## src/rtl/mem_arbiter_pkg.sv

```systemverilog
// Shared definitions for the fetch/data memory arbiter: owner encoding, memory size
// and the word-address range check.
package mem_arbiter_pkg;

  typedef enum logic {
    OWNER_FETCH = 1'b0,
    OWNER_DATA  = 1'b1
  } owner_e;

  localparam int MEM_WORDS_DEF = 6144;
  localparam int WORD_AW       = 30;

  // Byte address -> true when its word index lies inside the backing memory.
  function automatic logic addr_in_range(input logic [31:0] addr, input logic [31:0] words);
    logic [WORD_AW-1:0] word_idx;
    word_idx = addr[31:2];
    return (32'(word_idx) < words);
  endfunction

endpackage

```

## src/rtl/mem_arbiter_if.sv

```systemverilog
// Bus bundle between the core ports, the arbiter and the single-port word memory.
interface mem_arbiter_if;
  logic        i_req;
  logic [31:0] i_addr;
  logic        i_gnt;
  logic        i_rvalid;
  logic [31:0] i_rdata;
  logic        i_err;

  logic        d_req;
  logic [31:0] d_addr;
  logic [31:0] d_wdata;
  logic [3:0]  d_wmask;
  logic        d_gnt;
  logic        d_rvalid;
  logic [31:0] d_rdata;
  logic        d_err;

  logic [31:0] mem_addr;
  logic        mem_ren;
  logic [31:0] mem_wdata;
  logic [3:0]  mem_wmask;
  logic [31:0] mem_rdata;

  // slave: the arbiter's view (takes requests, drives the memory)
  modport slave (
    input  i_req, i_addr, d_req, d_addr, d_wdata, d_wmask, mem_rdata,
    output i_gnt, i_rvalid, i_rdata, i_err,
           d_gnt, d_rvalid, d_rdata, d_err,
           mem_addr, mem_ren, mem_wdata, mem_wmask
  );

  // master: the core ports plus the memory array
  modport master (
    output i_req, i_addr, d_req, d_addr, d_wdata, d_wmask, mem_rdata,
    input  i_gnt, i_rvalid, i_rdata, i_err,
           d_gnt, d_rvalid, d_rdata, d_err,
           mem_addr, mem_ren, mem_wdata, mem_wmask
  );
endinterface

```

## src/rtl/mem_arbiter_arb_rr2.sv

```systemverilog
// Two-way request arbiter, one-hot grant. Bit 0 is the fetch port, bit 1 the data port.
module arb_rr2
  import mem_arbiter_pkg::*;
#(
  parameter bit RR_MODE = 1'b1
) (
  input  logic       clk,
  input  logic       resetn,
  input  logic [1:0] req,
  output logic [1:0] gnt
);

  owner_e last_q;

  // On a tie, round-robin hands the grant to whoever did not get it last;
  // fixed priority always favours the data port.
  always_comb begin
    gnt = 2'b00;
    if (req == 2'b11) begin
      if (RR_MODE && (last_q == OWNER_DATA)) begin
        gnt = 2'b01;
      end else begin
        gnt = 2'b10;
      end
    end else begin
      gnt = req;
    end
  end

  always_ff @(posedge clk) begin
    if (!resetn) begin
      last_q <= OWNER_FETCH;
    end else if (|gnt) begin
      last_q <= gnt[1] ? OWNER_DATA : OWNER_FETCH;
    end
  end

endmodule

```

## src/rtl/mem_arbiter.sv

```systemverilog
// Shares a single-port, 1-cycle-latency word memory between the fetch and data ports;
// blocks out-of-range accesses and returns one response per accepted access.
module mem_arbiter
  import mem_arbiter_pkg::*;
#(
  parameter int MEM_WORDS = MEM_WORDS_DEF,
  parameter int RR_MODE   = 1
) (
  input  logic          clk,
  input  logic          resetn,
  mem_arbiter_if.slave  bus
);

  logic [1:0]  req;
  logic [1:0]  gnt;
  logic        any_gnt;
  owner_e      sel_owner;
  logic [31:0] sel_addr;
  logic [3:0]  sel_wmask;
  logic        sel_oor;

  logic [31:0] addr_q;
  logic [31:0] wdata_q;

  logic        pend_valid;
  owner_e      pend_owner;
  logic        pend_err;
  logic        pend_wr;

  logic        i_own;
  logic        d_own;
  logic        rd_ok;

  // Requests are masked during reset so nothing is granted or issued.
  assign req = resetn ? {bus.d_req, bus.i_req} : 2'b00;

  arb_rr2 #(
    .RR_MODE (RR_MODE != 0)
  ) u_arb (
    .clk    (clk),
    .resetn (resetn),
    .req    (req),
    .gnt    (gnt)
  );

  assign bus.i_gnt = gnt[0];
  assign bus.d_gnt = gnt[1];

  assign any_gnt   = |gnt;
  assign sel_owner = gnt[1] ? OWNER_DATA : OWNER_FETCH;
  assign sel_addr  = gnt[1] ? bus.d_addr : bus.i_addr;
  assign sel_wmask = gnt[1] ? bus.d_wmask : 4'b0000;
  assign sel_oor   = !addr_in_range(sel_addr, 32'(MEM_WORDS));

  always_comb begin
    bus.mem_addr  = addr_q;
    bus.mem_wdata = wdata_q;
    bus.mem_ren   = 1'b0;
    bus.mem_wmask = 4'b0000;
    if (any_gnt) begin
      bus.mem_addr = sel_addr;
      if (!sel_oor) begin
        if (|sel_wmask) begin
          bus.mem_wmask = sel_wmask;
          bus.mem_wdata = bus.d_wdata;
        end else begin
          bus.mem_ren = 1'b1;
        end
      end
    end
  end

  always_ff @(posedge clk) begin
    if (!resetn) begin
      pend_valid <= 1'b0;
      pend_owner <= OWNER_FETCH;
      pend_err   <= 1'b0;
      pend_wr    <= 1'b0;
      addr_q     <= 32'h0;
      wdata_q    <= 32'h0;
    end else begin
      pend_valid <= any_gnt;
      addr_q     <= bus.mem_addr;
      wdata_q    <= bus.mem_wdata;
      if (any_gnt) begin
        pend_owner <= sel_owner;
        pend_err   <= sel_oor;
        pend_wr    <= |sel_wmask;
      end
    end
  end

  // Memory data is only forwarded for an in-range read; stores and blocked
  // accesses answer with zero data.
  assign i_own = pend_valid && (pend_owner == OWNER_FETCH);
  assign d_own = pend_valid && (pend_owner == OWNER_DATA);
  assign rd_ok = !pend_err && !pend_wr;

  assign bus.i_rvalid = i_own;
  assign bus.i_err    = i_own && pend_err;
  assign bus.i_rdata  = (i_own && rd_ok) ? bus.mem_rdata : 32'h0;

  assign bus.d_rvalid = d_own;
  assign bus.d_err    = d_own && pend_err;
  assign bus.d_rdata  = (d_own && rd_ok) ? bus.mem_rdata : 32'h0;

endmodule

```

## src/flat_wrapper.sv

```systemverilog
// flat-port wrapper written by rule: the top's interface ports become plain ports
module mem_arbiter_flat import mem_arbiter_pkg::*;
#(
  parameter int MEM_WORDS = MEM_WORDS_DEF,
  parameter int RR_MODE   = 1
)
  (clk, resetn, bus_i_req, bus_i_addr, bus_d_req, bus_d_addr, bus_d_wdata, bus_d_wmask, bus_mem_rdata, bus_i_gnt, bus_i_rvalid, bus_i_rdata, bus_i_err, bus_d_gnt, bus_d_rvalid, bus_d_rdata, bus_d_err, bus_mem_addr, bus_mem_ren, bus_mem_wdata, bus_mem_wmask);
  mem_arbiter_if bus_i ();
  input  logic clk;
  input  logic resetn;
  input wire logic [$bits(bus_i.i_req)-1:0] bus_i_req;
  input wire logic [$bits(bus_i.i_addr)-1:0] bus_i_addr;
  input wire logic [$bits(bus_i.d_req)-1:0] bus_d_req;
  input wire logic [$bits(bus_i.d_addr)-1:0] bus_d_addr;
  input wire logic [$bits(bus_i.d_wdata)-1:0] bus_d_wdata;
  input wire logic [$bits(bus_i.d_wmask)-1:0] bus_d_wmask;
  input wire logic [$bits(bus_i.mem_rdata)-1:0] bus_mem_rdata;
  output wire logic [$bits(bus_i.i_gnt)-1:0] bus_i_gnt;
  output wire logic [$bits(bus_i.i_rvalid)-1:0] bus_i_rvalid;
  output wire logic [$bits(bus_i.i_rdata)-1:0] bus_i_rdata;
  output wire logic [$bits(bus_i.i_err)-1:0] bus_i_err;
  output wire logic [$bits(bus_i.d_gnt)-1:0] bus_d_gnt;
  output wire logic [$bits(bus_i.d_rvalid)-1:0] bus_d_rvalid;
  output wire logic [$bits(bus_i.d_rdata)-1:0] bus_d_rdata;
  output wire logic [$bits(bus_i.d_err)-1:0] bus_d_err;
  output wire logic [$bits(bus_i.mem_addr)-1:0] bus_mem_addr;
  output wire logic [$bits(bus_i.mem_ren)-1:0] bus_mem_ren;
  output wire logic [$bits(bus_i.mem_wdata)-1:0] bus_mem_wdata;
  output wire logic [$bits(bus_i.mem_wmask)-1:0] bus_mem_wmask;
  assign bus_i.i_req = bus_i_req;
  assign bus_i.i_addr = bus_i_addr;
  assign bus_i.d_req = bus_d_req;
  assign bus_i.d_addr = bus_d_addr;
  assign bus_i.d_wdata = bus_d_wdata;
  assign bus_i.d_wmask = bus_d_wmask;
  assign bus_i.mem_rdata = bus_mem_rdata;
  assign bus_i_gnt = bus_i.i_gnt;
  assign bus_i_rvalid = bus_i.i_rvalid;
  assign bus_i_rdata = bus_i.i_rdata;
  assign bus_i_err = bus_i.i_err;
  assign bus_d_gnt = bus_i.d_gnt;
  assign bus_d_rvalid = bus_i.d_rvalid;
  assign bus_d_rdata = bus_i.d_rdata;
  assign bus_d_err = bus_i.d_err;
  assign bus_mem_addr = bus_i.mem_addr;
  assign bus_mem_ren = bus_i.mem_ren;
  assign bus_mem_wdata = bus_i.mem_wdata;
  assign bus_mem_wmask = bus_i.mem_wmask;
  mem_arbiter #(.MEM_WORDS(MEM_WORDS), .RR_MODE(RR_MODE)) u_core (.clk(clk), .resetn(resetn), .bus(bus_i));
endmodule
```

## config.mk

```make
export PLATFORM = sky130hd
export DESIGN_NAME = mem_arbiter_flat
export DESIGN_NICKNAME = d
export VERILOG_FILES = /design/src/rtl/mem_arbiter_pkg.sv /design/src/rtl/mem_arbiter_if.sv /design/src/rtl/mem_arbiter_arb_rr2.sv /design/src/rtl/mem_arbiter.sv /design/src/flat_wrapper.sv
export SDC_FILE = /design/constraint.sdc
export NUM_CORES = 1
export LEC_CHECK = 0
export CORE_MARGIN = 4
export CORE_UTILIZATION = 32
export DETAILED_ROUTE_END_ITERATION = 6
export PLACE_DENSITY = 0.79
export SYNTH_ARGS = -nofsm -noshare
export SYNTH_HDL_FRONTEND = slang
export SYNTH_HIERARCHICAL = 1
export SYNTH_SLANG_ARGS = --single-unit
```

## constraint.sdc

```tcl
create_clock -name clk -period 3.5 [get_ports clk]
set_clock_uncertainty 0.1 [all_clocks]
set_input_delay 0.875 -clock clk [delete_from_list [all_inputs] [get_ports clk]]
set_output_delay 0.875 -clock clk [all_outputs]
set_load 0.02 [all_outputs]
```

==> flow_metrics.py <==
metrics = {
    "yosys": {
        "synth-seq-cells": 69,
        "avgSynthCellArea_sq_um": 7.874,
        "synthCells": 478,
        "synthArstFlopShare_pct": 0,
        "syn_nets": 614,
        "synth-main-ff-cell": "dfxtp_1",
        "ys_seq_area_share_pct": 36.70,
        "ys.warnings.count": 6,
        "syn_area_sq_um": 3764,
        "yosysUniqueCellTypes": 35,
        "synth_edf_count": 0,
    },
    "global_routing": {
        "grt_busiest_layer": "met2",
        "grt_pass1_wl_um": 28560,
        "grt_max_degree": 36,
        "overflow": 0,
        "grtUsageMet2_pct": 50.08,
        "first_global_vias": 5529,
        "antenna_found_initial": 0,
        "use_met1_pct": 28.32,
        "grt_use_met3_pct": 8.031,
        "grtUsageTotal_pct": 27.23,
    },
    "sta": {
        "setup_slack_ps": -427.5,
        "final_max_slew_viol_count": 0,
        "finalCritPeriodShare_pct": 112.2,
        "hold_violations": 0,
        "hold_slack_ps": 383.3,
        "setup_tns_ps": -14880,
        "worstMarginPinSlew_ps": 482.4,
        "fmax_mhz": 254.6,
        "rsz0062_at_grt": "true",
        "relSlewSlack_pct": 67.72,
        "period_needed_ps": 3927,
        "setup_violations": 38,
    },
    "setup_path": {
        "endpoint_kind": "output port",
        "cp_max_fo": 19,
        "crit_path_max_incr_delay_ps": 440,
        "ff2ff_path_depth": 18,
        "required_ps": 2520,
        "worstReg2RegEnd": "u_core/wdata_q[13]$_SDFF_PN0_",
        "crit_arrival_ps": 2950,
        "cp_slowest_cell": "or4_1",
        "critPathLaunchType": "input port",
        "r2r_start": "u_core/u_arb/last_q$_SDFFE_PN0P_",
        "r2r_slack_ps": 40,
        "criticalPathCategory": "in -> out",
        "cpMostUsedCell": "buf_6",
        "cp_cell_sequence": "buf_8, and2_4, a21boi_4, buf_6, or4_1, o31ai_2, and3_4, buf_12, buf_6, nand4_1, nand2_2, buf_6",
    },
    "hold_path": {
        "whs_path_depth": 2,
        "hp-class": "reg -> reg",
        "holdPathEnd": "u_core/wdata_q[27]$_SDFF_PN0_",
        "hold_start": "u_core/wdata_q[27]$_SDFF_PN0_",
    },
    "finish": {
        "final_cell_mix": "clkdlybuf4s50_1 (191), buf_4 (112), and2_1 (98), dfxtp_1 (69), buf_6 (47)",
        "final_common_cell": "clkdlybuf4s50_1",
        "n_antenna_cell": 0,
        "drive_gt1_share_pct": 37.49,
        "final_area_sq_um": 8519,
        "area_growth_pct": 126.4,
        "nets": 990,
    },
    "job": {
        "drv_cap": 0,
    },
    "clocking": {
        "h-tree-depth": 3,
        "clkLatencyLatePin_ps": 320,
        "numCtsBuffers": 9,
        "cts_tree": "yes",
        "clk_pin_slew_worst_paths_ps": 60,
        "clockRootBuffer": "clkbuf_16",
        "ctsLongestPathBuffers": 2,
        "hold_buffers": 0,
        "cts_sinks": 69,
    },
    "power": {
        "p_leak_nw": 3.588,
        "p_per_area_nw_per_um2": 265.7,
        "irDropWorstVdd_uv": 292.5,
    },
    "floorplanning": {
        "dieArea_sq_um": 13560,
        "placementRows": 39,
        "fp.dieH_um": 116.5,
        "die_x_um": 116.5,
        "ios": 275,
        "core_sq_um": 11470,
        "initial_core_util_pct": 32.82,
    },
    "place": {
        "post_dp_cell_area_sq_um": 7289,
        "port_buffers": 274,
        "place.gp.congestion": 0.9305,
        "dp_hpwl_um": 12680,
    },
    "drt": {
        "antenna_left": 0,
        "vias": 5151,
        "avgViaCountPerCell": 5.141,
        "wl_per_cell_um": 19.52,
        "routed_wl_um": 19560,
        "drt_iter0_markers": 433,
        "drc": 0,
        "drt_pass1_iterations": 4,
    },
    "status": {
        "status": "complete, but fails checks",
        "violations": "setup timing",
    },
}
-- kinds of logic (layout without fill, tap and decap cells) --
family                 count (synthesis)  count (layout)  share of synthesized area [%]
multiplexers                          34              34                          9.275
flip-flops                            69              69                          36.70
buffers and inverters                 46             427                          5.950
AO/OA/AOI/OAI                        109             109                          15.26
AND/OR/NAND/NOR                      220             220                          32.81
-- per-layer routing --
metal	wire length, um	up-vias
li1	-	2412
met1	6809	2407
met2	10200	268
met3	1678	64
met4	873	0
met5	0	-
-- critical path, delay by kind of cell --
family / cells / cell delay [ps]
simple gates: 5 / 1190
buf+inv: 5 / 630
compound gates: 2 / 260
-- layout make-up --
class	instances	area, sq um
timing repair buffer	407	3884
fill	814	2948
multi-input combinational	363	2775
sequential	69	1381
clock buffer	10	239.0
tap	143	178.9
clock inverter	6	46.29
inverter	4	15.01
-- what timing repair did --
item / in CTS / in global routing
buffers inserted: 37 / 17
cloned: 6 / 1
pin swaps: 39 / 64
endpoints found under the setup margin: 71 / 59
resized for setup: 344 / 119
-- worst max path at each step --
stage	slack, ps	from	to	cells after the start
2_1_floorplan	-180	resetn	bus_mem_ren	9
3_3_place_gp	-1350	resetn	bus_mem_ren	11
3_5_place_dp	-1440	resetn	bus_mem_ren	11
4_1_cts	-400	resetn	bus_mem_wdata[5]	12
5_1_grt	-540	resetn	bus_mem_wdata[8]	12
6_report	-430	resetn	bus_mem_wdata[8]	12
-- state kept, by name (all words and copies together) (netlist names) --
name                 count
u_core/pend_owner        1
u_core/pend_err          1
u_core/pend_valid        1
u_core/pend_wr           1
u_core/wdata_q          32
u_core/u_arb/last_q      1
u_core/addr_q           32
-- power by group --
| group | total [mW] | internal (mW) | switching (mW) |
|---|---|---|---|
| clock | 0.867 | 0.504 | 0.363 |
| combinational | 0.570 | 0.305 | 0.264 |
| sequential | 0.827 | 0.815 | 0.0120 |
| total | 2.26 | 1.62 | 0.640 |
-- through the flow --
stage               setup slack [ps]  std cells  total power [mW]  util, %
floorplan                     -181.7        478             1.065        -
global placement               -1351        931             1.406    63.57
detailed placement             -1438        931             1.417    63.57
CTS                           -399.6        989             2.272    72.71
global route                  -537.3       1002             2.359    74.29
finish                        -427.5       1002             2.264    74.29
-- synthesized netlist by cell type (4+ instances only) --
cell	count	area share, %
dfxtp_1	69	37
clkbuf_1	23	2.3
mux2i_1	27	7.2
or4_1	4	0.80
nand4_1	32	5.3
nor2_1	5	0.50
mux2_2	7	2.1
buf_6	5	1.5
and2_1	101	17
a21oi_1	37	4.9
and3_1	6	1.0
o21ai_0	60	8.0
nand2_1	59	5.9
buf_2	10	1.3
Power figures use the tool's default switching activity.
